## src/rtl/bf_tape_controller.sv

```systemverilog
// ---------------------------------------------------------------------------------------------
// bf_tape_controller
//
// Purpose:
//   Owns the Brainfuck data tape. Holds the data pointer, turns the core's tape ops into
//   read-modify-write sequences that respect the RAM's two-edge write-to-read latency, and
//   arbitrates the tape between the core and a host/debug port.
//
// Parameters:
//   addrSize    - tape address width (pointer wraps modulo 2**addrSize)
//   contentSize - cell width
//
// Ports:
//   clk, reset                 - clock, synchronous active-high reset
//   cmd_valid/cmd_ready        - core command handshake
//   cmd_op, cmd_data           - op code (0 NOP,1 >,2 <,3 +,4 -,5 load,6 read,7 NOP), load value
//   rsp_valid/rsp_ready        - CELL_READ response handshake
//   rsp_data                   - cell value returned by CELL_READ
//   zero_flag                  - current cell is zero (meaningful while cmd_ready=1)
//   ptr                        - current data pointer
//   ptr_err                    - sticky pointer bounds error (tied 0 unless bounds checking on)
//   host_req/host_we/host_gnt  - host access request, direction, grant
//   host_addr, host_wdata      - host address and write data
//   host_rdata_valid           - one-cycle pulse qualifying host_rdata
//   host_rdata                 - host read data
//   ram_addr_in/ram_data_in    - RAM write address / data
//   ram_write_rq               - RAM write strobe
//   ram_addr_out/ram_data_out  - RAM read address / combinational read data
//
// Configuration:
//   BF_TAPE_BOUNDS_EN - when defined, PTR_INC at the top address and PTR_DEC at 0 leave the
//                       pointer unchanged and set the sticky ptr_err flag. When undefined the
//                       pointer wraps and ptr_err is tied to 0.
// ---------------------------------------------------------------------------------------------
module bf_tape_controller #(
    parameter int unsigned addrSize    = 9,
    parameter int unsigned contentSize = 8
) (
    input  logic                   clk,
    input  logic                   reset,

    input  logic                   cmd_valid,
    output logic                   cmd_ready,
    input  logic [2:0]             cmd_op,
    input  logic [contentSize-1:0] cmd_data,

    output logic                   rsp_valid,
    input  logic                   rsp_ready,
    output logic [contentSize-1:0] rsp_data,

    output logic                   zero_flag,
    output logic [addrSize-1:0]    ptr,
    output logic                   ptr_err,

    input  logic                   host_req,
    input  logic                   host_we,
    input  logic [addrSize-1:0]    host_addr,
    input  logic [contentSize-1:0] host_wdata,
    output logic                   host_gnt,
    output logic                   host_rdata_valid,
    output logic [contentSize-1:0] host_rdata,

    output logic [addrSize-1:0]    ram_addr_in,
    output logic [contentSize-1:0] ram_data_in,
    output logic                   ram_write_rq,
    output logic [addrSize-1:0]    ram_addr_out,
    input  logic [contentSize-1:0] ram_data_out
);

    localparam logic [2:0] OpNop     = 3'd0;
    localparam logic [2:0] OpPtrInc  = 3'd1;
    localparam logic [2:0] OpPtrDec  = 3'd2;
    localparam logic [2:0] OpCellInc = 3'd3;
    localparam logic [2:0] OpCellDec = 3'd4;
    localparam logic [2:0] OpCellLd  = 3'd5;
    localparam logic [2:0] OpCellRd  = 3'd6;

    typedef enum logic [2:0] {
        StIdle,
        StModify,
        StSettle,
        StResp,
        StHread
    } state_t;

    state_t                   r_state;
    state_t                   w_state_next;

    logic [addrSize-1:0]      r_ptr;
    // 1 = host won the last arbitration; reset value makes the core win the first conflict.
    logic                     r_last_host;
    // Shared by core/host writes (write address) and host reads (read address in StHread).
    logic [addrSize-1:0]      r_addr;
    logic [contentSize-1:0]   r_wdata;
    logic [contentSize-1:0]   r_rsp_data;
    logic [contentSize-1:0]   r_host_rdata;
    logic                     r_host_rdata_valid;

    logic                     w_cmd_fire;
    logic                     w_host_fire;
    logic [addrSize-1:0]      w_ptr_next;
    logic                     w_ptr_oob;
    logic [contentSize-1:0]   w_cell_inc;
    logic [contentSize-1:0]   w_cell_dec;

    assign w_cmd_fire  = cmd_valid & cmd_ready;
    assign w_host_fire = host_gnt;
    assign w_cell_inc  = ram_data_out + contentSize'(1);
    assign w_cell_dec  = ram_data_out - contentSize'(1);

    // Pointer update for an accepted PTR_INC / PTR_DEC.
    always_comb begin
        w_ptr_next = r_ptr;
        w_ptr_oob  = 1'b0;
        if (w_cmd_fire) begin
            if (cmd_op == OpPtrInc) begin
`ifdef BF_TAPE_BOUNDS_EN
                if (&r_ptr) begin
                    w_ptr_oob = 1'b1;
                end else begin
                    w_ptr_next = r_ptr + addrSize'(1);
                end
`else
                w_ptr_next = r_ptr + addrSize'(1);
`endif
            end else if (cmd_op == OpPtrDec) begin
`ifdef BF_TAPE_BOUNDS_EN
                if (r_ptr == '0) begin
                    w_ptr_oob = 1'b1;
                end else begin
                    w_ptr_next = r_ptr - addrSize'(1);
                end
`else
                w_ptr_next = r_ptr - addrSize'(1);
`endif
            end
        end
    end

    // -----------------------------------------------------------------------------------------
    // FSM: state register
    // -----------------------------------------------------------------------------------------
    always_ff @(posedge clk) begin
        if (reset) begin
            r_state <= StIdle;
        end else begin
            r_state <= w_state_next;
        end
    end

    // -----------------------------------------------------------------------------------------
    // FSM: next-state logic
    // -----------------------------------------------------------------------------------------
    always_comb begin
        w_state_next = r_state;
        unique case (r_state)
            StIdle: begin
                if (w_cmd_fire) begin
                    case (cmd_op)
                        OpCellInc, OpCellDec, OpCellLd: w_state_next = StModify;
                        OpCellRd:                       w_state_next = StResp;
                        default:                        w_state_next = StIdle;
                    endcase
                end else if (w_host_fire) begin
                    w_state_next = host_we ? StModify : StHread;
                end
            end
            StModify: w_state_next = StSettle;
            // Lets the write reach the read side before the next op samples the cell.
            StSettle: w_state_next = StIdle;
            StResp:   w_state_next = rsp_ready ? StIdle : StResp;
            StHread:  w_state_next = StIdle;
            default:  w_state_next = StIdle;
        endcase
    end

    // -----------------------------------------------------------------------------------------
    // FSM: outputs
    // -----------------------------------------------------------------------------------------
    always_comb begin
        cmd_ready    = 1'b0;
        host_gnt     = 1'b0;
        ram_write_rq = 1'b0;
        rsp_valid    = 1'b0;
        ram_addr_out = r_ptr;
        unique case (r_state)
            StIdle: begin
                // Exactly one side can win per cycle; on conflict the loser of the last
                // arbitration goes first.
                cmd_ready = !host_req || r_last_host;
                host_gnt  = host_req && (!cmd_valid || !r_last_host);
            end
            StModify: ram_write_rq = !reset;
            StSettle: ;
            StResp:   rsp_valid = 1'b1;
            StHread:  ram_addr_out = r_addr;
            default:  ;
        endcase
    end

    // -----------------------------------------------------------------------------------------
    // Datapath registers
    // -----------------------------------------------------------------------------------------
    always_ff @(posedge clk) begin
        if (reset) begin
            r_ptr              <= '0;
            r_last_host        <= 1'b1;
            r_addr             <= '0;
            r_wdata            <= '0;
            r_rsp_data         <= '0;
            r_host_rdata       <= '0;
            r_host_rdata_valid <= 1'b0;
        end else begin
            r_ptr              <= w_ptr_next;
            r_host_rdata_valid <= (r_state == StHread);
            if (r_state == StHread) begin
                r_host_rdata <= ram_data_out;
            end
            if (w_cmd_fire) begin
                r_last_host <= 1'b0;
                r_addr      <= r_ptr;
                case (cmd_op)
                    OpCellInc: r_wdata    <= w_cell_inc;
                    OpCellDec: r_wdata    <= w_cell_dec;
                    OpCellLd:  r_wdata    <= cmd_data;
                    OpCellRd:  r_rsp_data <= ram_data_out;
                    default:   ;
                endcase
            end else if (w_host_fire) begin
                r_last_host <= 1'b1;
                r_addr      <= host_addr;
                r_wdata     <= host_wdata;
            end
        end
    end

`ifdef BF_TAPE_BOUNDS_EN
    logic r_ptr_err;

    always_ff @(posedge clk) begin
        if (reset) begin
            r_ptr_err <= 1'b0;
        end else if (w_ptr_oob) begin
            r_ptr_err <= 1'b1;
        end
    end

    assign ptr_err = r_ptr_err;
`else
    logic w_unused_oob;
    assign w_unused_oob = w_ptr_oob;
    assign ptr_err      = 1'b0;
`endif

    assign ptr              = r_ptr;
    assign zero_flag        = (ram_data_out == '0);
    assign rsp_data         = r_rsp_data;
    assign host_rdata       = r_host_rdata;
    assign host_rdata_valid = r_host_rdata_valid;
    assign ram_addr_in      = r_addr;
    assign ram_data_in      = r_wdata;

    logic w_unused_nop;
    assign w_unused_nop = (cmd_op == OpNop);

endmodule

```

## config.mk

```make
export PLATFORM = sky130hd
export DESIGN_NAME = bf_tape_controller
export DESIGN_NICKNAME = d
export VERILOG_FILES = /design/src/rtl/bf_tape_controller.sv
export SDC_FILE = /design/constraint.sdc
export NUM_CORES = 1
export LEC_CHECK = 0
export ABC_AREA = 1
export CORE_AREA = 3 3 85 87
export CTS_CLUSTER_DIAMETER = 120
export DETAILED_ROUTE_END_ITERATION = 8
export DIE_AREA = 0 0 88 90
export GPL_ROUTABILITY_DRIVEN = 0
export PLACE_DENSITY_LB_ADDON = 0.2
export SLEW_MARGIN = 20
export SYNTH_ARGS = -nofsm -noshare
export SYNTH_HDL_FRONTEND = slang
export SYNTH_SLANG_ARGS = --single-unit
```

## constraint.sdc

```tcl
create_clock -name clk -period 2.9 [get_ports clk]
set_input_delay 0.725 -clock clk [delete_from_list [all_inputs] [get_ports clk]]
set_output_delay 0.725 -clock clk [all_outputs]
set_load 0.1 [all_outputs]
```

Word-level counts from Yosys, hierarchy flattened --
Index checks and enable logic that the tools add are counted.
Word-level totals: register bits after elaboration 47, logic and storage cells 59, bits of input ports 42
Operators by class: muxes and demuxes 20, reduce and logical (&&, ||, !) cells 15, add/subtract/negate cells 4, equality and inequality tests 11, bitwise logic cells 1
Operators with widths (count):
- 2-to-1 mux 9 bit | 5
- case mux 8 bit (3 select lines) | 1
- 2-to-1 mux 8 bit | 2
- == test 3 bit, second input constant | 4
- adder 9 x 1 -> 9 bit, second input constant | 1
- == test 3 x 2 -> 1 bit, second input constant | 3
- 2-to-1 mux 3 bit | 3
- case mux 3 bit (3 select lines) | 1
- subtractor 9 x 1 -> 9 bit, second input constant | 1
- adder 8 x 1 -> 8 bit, second input constant | 1
- zero test 8 bit | 1
- subtractor 8 x 1 -> 8 bit, second input constant | 1
- == test 3 x 1 -> 1 bit, second input constant | 2
- 2-to-1 mux 1 bit | 6
- AND reduction 2 bit | 3
- zero test 1 bit | 4
- != test 4 x 1 -> 1 bit, second input constant | 1
- case mux 2 bit (2 select lines) | 1
- nonzero test 2 bit | 2
- zero test 3 bit | 1
- != test 3 bit, second input constant | 1
- OR reduction 3 bit | 1
- logical OR 1 bit | 2
- 2-to-1 mux 2 bit | 1
- other kinds (2) | 2

Depth between registers and ports, before layout --
Gate-level depths: netlist of the first run.
depth after elaboration 7, depth in mapped cells 13, depth with buffers taken out 13

Least setup slack after synthesis of the first run --
No wires, ideal clock.
kind flip-flop to output port, start point reg r_ptr[0] (netlist: ptr[0]), end point out ram_addr_out[0], stages on the path, launching flop included 3, data required time 2175 ps, data arrival time 3337 ps, setup slack -1162 ps, cells stage by stage dfxtp_1 -> inv_1 -> o21ai_0
On the way: word-level cells in the longest chain between the ends 1
RTL lines:
- start: declaration | line 89 | logic [addrSize-1:0] r_ptr;
- start signal: assignment | line 214 | r_ptr <= w_ptr_next;
- 2-to-1 mux 9 bit | line 186 | unique case (r_state)
- end: declaration | line 66 | output logic [addrSize-1:0] ram_addr_out,
Every way passes these cells.

Final worst setup path of the first run --
start point in ram_data_out[4], end point out zero_flag
On the way: word-level cells in the longest chain between the ends 1
RTL lines:
- start: declaration | line 67 | input logic [contentSize-1:0] ram_data_out
- zero test 8 bit | line 256 | assign zero_flag = (ram_data_out == '0);
- end: declaration | line 51 | output logic zero_flag,
Every way passes these cells.

==> results.toml, run 1 <==
[cts]
cts_max_path_buffers = 2
worst_setup_hold_path_clk_slew_ns = 0.08
numCtsBuffers = 5
cts_setup_buffers = 0
worstSkewPairLatency_ns = 0.30
ctsHoldBuffers = 0
cts.sinks = 47
cts_max_level = 2
root_buffer = "clkbuf_8"
postCtsResizedCells = 0
cts_tree = "built"

[pwr]
p_leak_nw = 2.06
p_comb_share_pct = 60.4
ir_drop_mv = 0.276
swShare_pct = 54.0
clkPwrFrac_pct = 12.4
seqPwrFrac_pct = 27.2
switchingPower_mw = 1.63
p_int_mw = 1.39
p_per_area_mw_per_mm2 = 730

[critical_path]
cp-end-kind = "output port"
critPathTopFamily = "buffers and inverters"
worstSetupPathType = "input pin to output port"
worst-path-stages = 5
cp_slowest_cell = "clkdlybuf4s50_1"
critical_path.max_stage_delay_ns = 0.47
cp.arrival_ns = 1.98
crit_chain = "clkdlybuf4s50_1, nor4_1, nand2_1, nor3_4, buf_12"
cp.required_ns = 2.17
critPathLaunchType = "input pin"
worst-path-buf-inv = 2
rr_worst_depth = 8
crit_fanout = 4

[finish]
syn_to_final_growth_pct = 40.8
regArea_sq_um = 941
fillers = 568
final_core_util_pct = 64.3
drive_gt1_share_pct = 16.5
num_antenna_cells = 0
nNetsFinal = 621
multi_input_area_sq_mm = 0.00172
final_cell_area_sq_mm = 0.00413

[run]
max_cap_viol_count = 0

[synthesis]
yosys_register_bits = 47
synthSimpleGateAreaFrac_pct = 34.0
netlist_instances = 465
synth_fp_nets = 522
synthMuxAreaShare_pct = 0
ys_seq_area_share_pct = 32.1
yosys_warnings = 0
syn_area_sq_mm = 0.00293
avgSynthCellArea_sq_um = 6.31
yosysUniqueCellTypes = 31
synth_compound_area_share_pct = 15.9
synth_fa_ha_area_share_pct = 6.91
synth_top_family_by_area = "simple AND/OR/NAND/NOR gates"
synthXorXnorAreaFrac_pct = 0.896

[run_status]
status = "finished, final reports clean"

[sta]
fin_skew_ns = 0.00398
min_period_ns = 2.70
holdWs_ns = 0.489
max_freq_mhz = 370
finalSetupTns_ns = 0
hold_violations = 0
finalCritPeriodShare_pct = 93.1
rsz0062_at_grt = "no"
drv_slew = 0
finalSetupViolations = 0

[global_routing]
track_usage_pct = 21.9
grt_antenna_before_repair = 0
grt_pass1_wl_um = 14200
grt_pass1_vias = 2923
grt_remaining_overflow = 0
grt_max_degree = 30

[placement]
hpwl_um = 6660
port_buffers = 98
postPlaceCellArea_sq_mm = 0.00405

[floorplanning]
initial_core_util_pct = 45.7
die_area_sq_mm = 0.00792
core_sq_mm = 0.00642
die_h_um = 90
io_pins = 100
rows = 29
die_w_um = 88

[route]
via_per_inst = 4.96
antenna_left = 0
wl_per_cell_um = 13.2
num_vias = 3174
route.detailed.drc = 0
drt-total-wl_um = 8470
firstDrtPassIters = 4
drt_first_iter_violations = 137

[hold_path]
whs_path_depth = 2
hold_path.class = "flip-flop to flip-flop"
layout by cell type, fill, tap and decap left out:
| cell | synthesis | routed |
|---|---|---|
| xnor2_1 | 3 | 3 |
| clkbuf_1 | 11 | 1 |
| nand3_1 | 23 | 22 |
| nand3b_1 | 6 | 6 |
| nand2_2 | 1 | 1 |
| buf_12 | 0 | 13 |
| clkdlybuf4s50_1 | 0 | 41 |
| o21ai_2 | 0 | 3 |
| inv_1 | 52 | 52 |
| nor2_2 | 3 | 3 |
| fa_1 | 2 | 2 |
| or2_2 | 3 | 3 |
| nand3_2 | 0 | 1 |
| buf_4 | 3 | 56 |
| ha_1 | 13 | 13 |
| a21oi_4 | 1 | 1 |
| o211ai_1 | 1 | 1 |
| o21bai_1 | 1 | 1 |
| a21boi_0 | 1 | 1 |
| nor3_4 | 0 | 1 |
| clkbuf_8 | 0 | 5 |
| nor4_1 | 1 | 1 |
| nand2_1 | 125 | 125 |
| dfxtp_1 | 47 | 47 |
| a31oi_1 | 1 | 1 |
| conb_1 | 1 | 1 |
| o21ai_1 | 12 | 12 |
| nand4_1 | 4 | 4 |
| or2_1 | 1 | 1 |
| nand2_4 | 3 | 3 |
| nor2_1 | 66 | 66 |
| a21oi_1 | 43 | 43 |
| o21ai_0 | 29 | 26 |
| inv_2 | 3 | 3 |
path summary, 6_finish.rpt:
path	start	endpoint	slack, ns
min	host_rdata[6]$_SDFFE_PP0P_	host_rdata[6]$_SDFFE_PP0P_	0.49
min reg2reg	host_rdata[6]$_SDFFE_PP0P_	host_rdata[6]$_SDFFE_PP0P_	0.49
max	ram_data_out[4]	zero_flag	0.20
max reg2reg	r_state[0]$_SDFFE_PP0P_	ptr[2]$_SDFFE_PP0P_	1.06
worst register-to-register path: cells and delay by family (launching register included):
family	cells	cell delay [ns]
compound gates	3	0.45
flops	1	0.34
buf+inv	1	0.21
simple gates	4	0.78
stage by stage:
stage               setup slack, ns  total power, mW  std cells
finish                        0.199             3.02        640
global route                 0.0530             3.18        640
CTS                           0.200             3.02        640
detailed placement           -0.119             2.66        634
global placement             0.0269             2.63        634
floorplan                    0.0156             2.21        465
power groups by stage:
| stage | Clock (mW) | Combinational [mW] | Sequential [mW] |
|---|---|---|---|
| 2_1_floorplan | 0 | 0.746 | 1.46 |
| 3_3_place_gp | 0 | 1.80 | 0.833 |
| 3_5_place_dp | 0 | 1.82 | 0.836 |
| 4_1_cts | 0.377 | 1.82 | 0.821 |
| 5_1_grt | 0.405 | 1.94 | 0.834 |
| 6_report | 0.374 | 1.82 | 0.822 |
sequential cells by signal (all words and copies together), names as in the netlist:
signal and cells:
host_rdata 8, ptr 9, rsp_data 8, ram_addr_in 9, host_rdata_valid 1, ram_data_in 8
r_last_host 1, r_state 3
per-layer routing:
layer | GRT usage (%) | part of all wire [%] | wire [um]
met1 | 31.4 | 47 | 3960
met2 | 33.9 | 46 | 3870
met3 | 3.93 | 6.5 | 551
met4 | 5.12 | 1.1 | 95
met5 | 0 | 0 | 0
final cells by class:
class / count / area share, %
inverters: 55 / 5.00
repair buffers: 110 / 26.4
multi-input cells: 345 / 41.7
clock buffers: 6 / 1.76
flip-flops and latches: 47 / 22.8
well taps: 77 / 2.33
kinds of logic (layout without fill, tap and decap cells):
group	Yosys count	after routing
other	1	1
adder cells (fa/ha/maj)	15	15
AO/OA/AOI/OAI	89	89
XOR/XNOR	3	3
AND/OR/NAND/NOR	237	237
buffers and inverters	73	171
flip-flops	47	47
synthesized netlist by cell type (all sizes together):
| master | number | area, sq um |
|---|---|---|
| conb | 1 | 3.75 |
| nor2 | 69 | 267 |
| or2 | 4 | 25.0 |
| fa | 2 | 40.0 |
| a31oi | 1 | 6.26 |
| inv | 55 | 206 |
| a21boi | 1 | 7.51 |
| o21bai | 1 | 7.51 |
| o211ai | 1 | 7.51 |
| ha | 13 | 163 |
| xnor2 | 3 | 26.3 |
| nand3b | 6 | 45.0 |
| dfxtp | 47 | 941 |
| a21oi | 44 | 231 |
| o21ai | 41 | 205 |
| nand3 | 23 | 115 |
| nor3 | 1 | 5.00 |
| nand2 | 129 | 509 |
| clkbuf | 11 | 41.3 |
| buf | 7 | 48.8 |
| nor4 | 1 | 6.26 |
| nand4 | 4 | 25.0 |
Note: power is estimated with default switching activity, not from simulation.
==> run 2, diff against run 1 <==
Settings changed: SLEW_MARGIN 20 to not set.
==> results of run 2 <==
No change in the layout: final DEF, timing and power equal those of run 1.
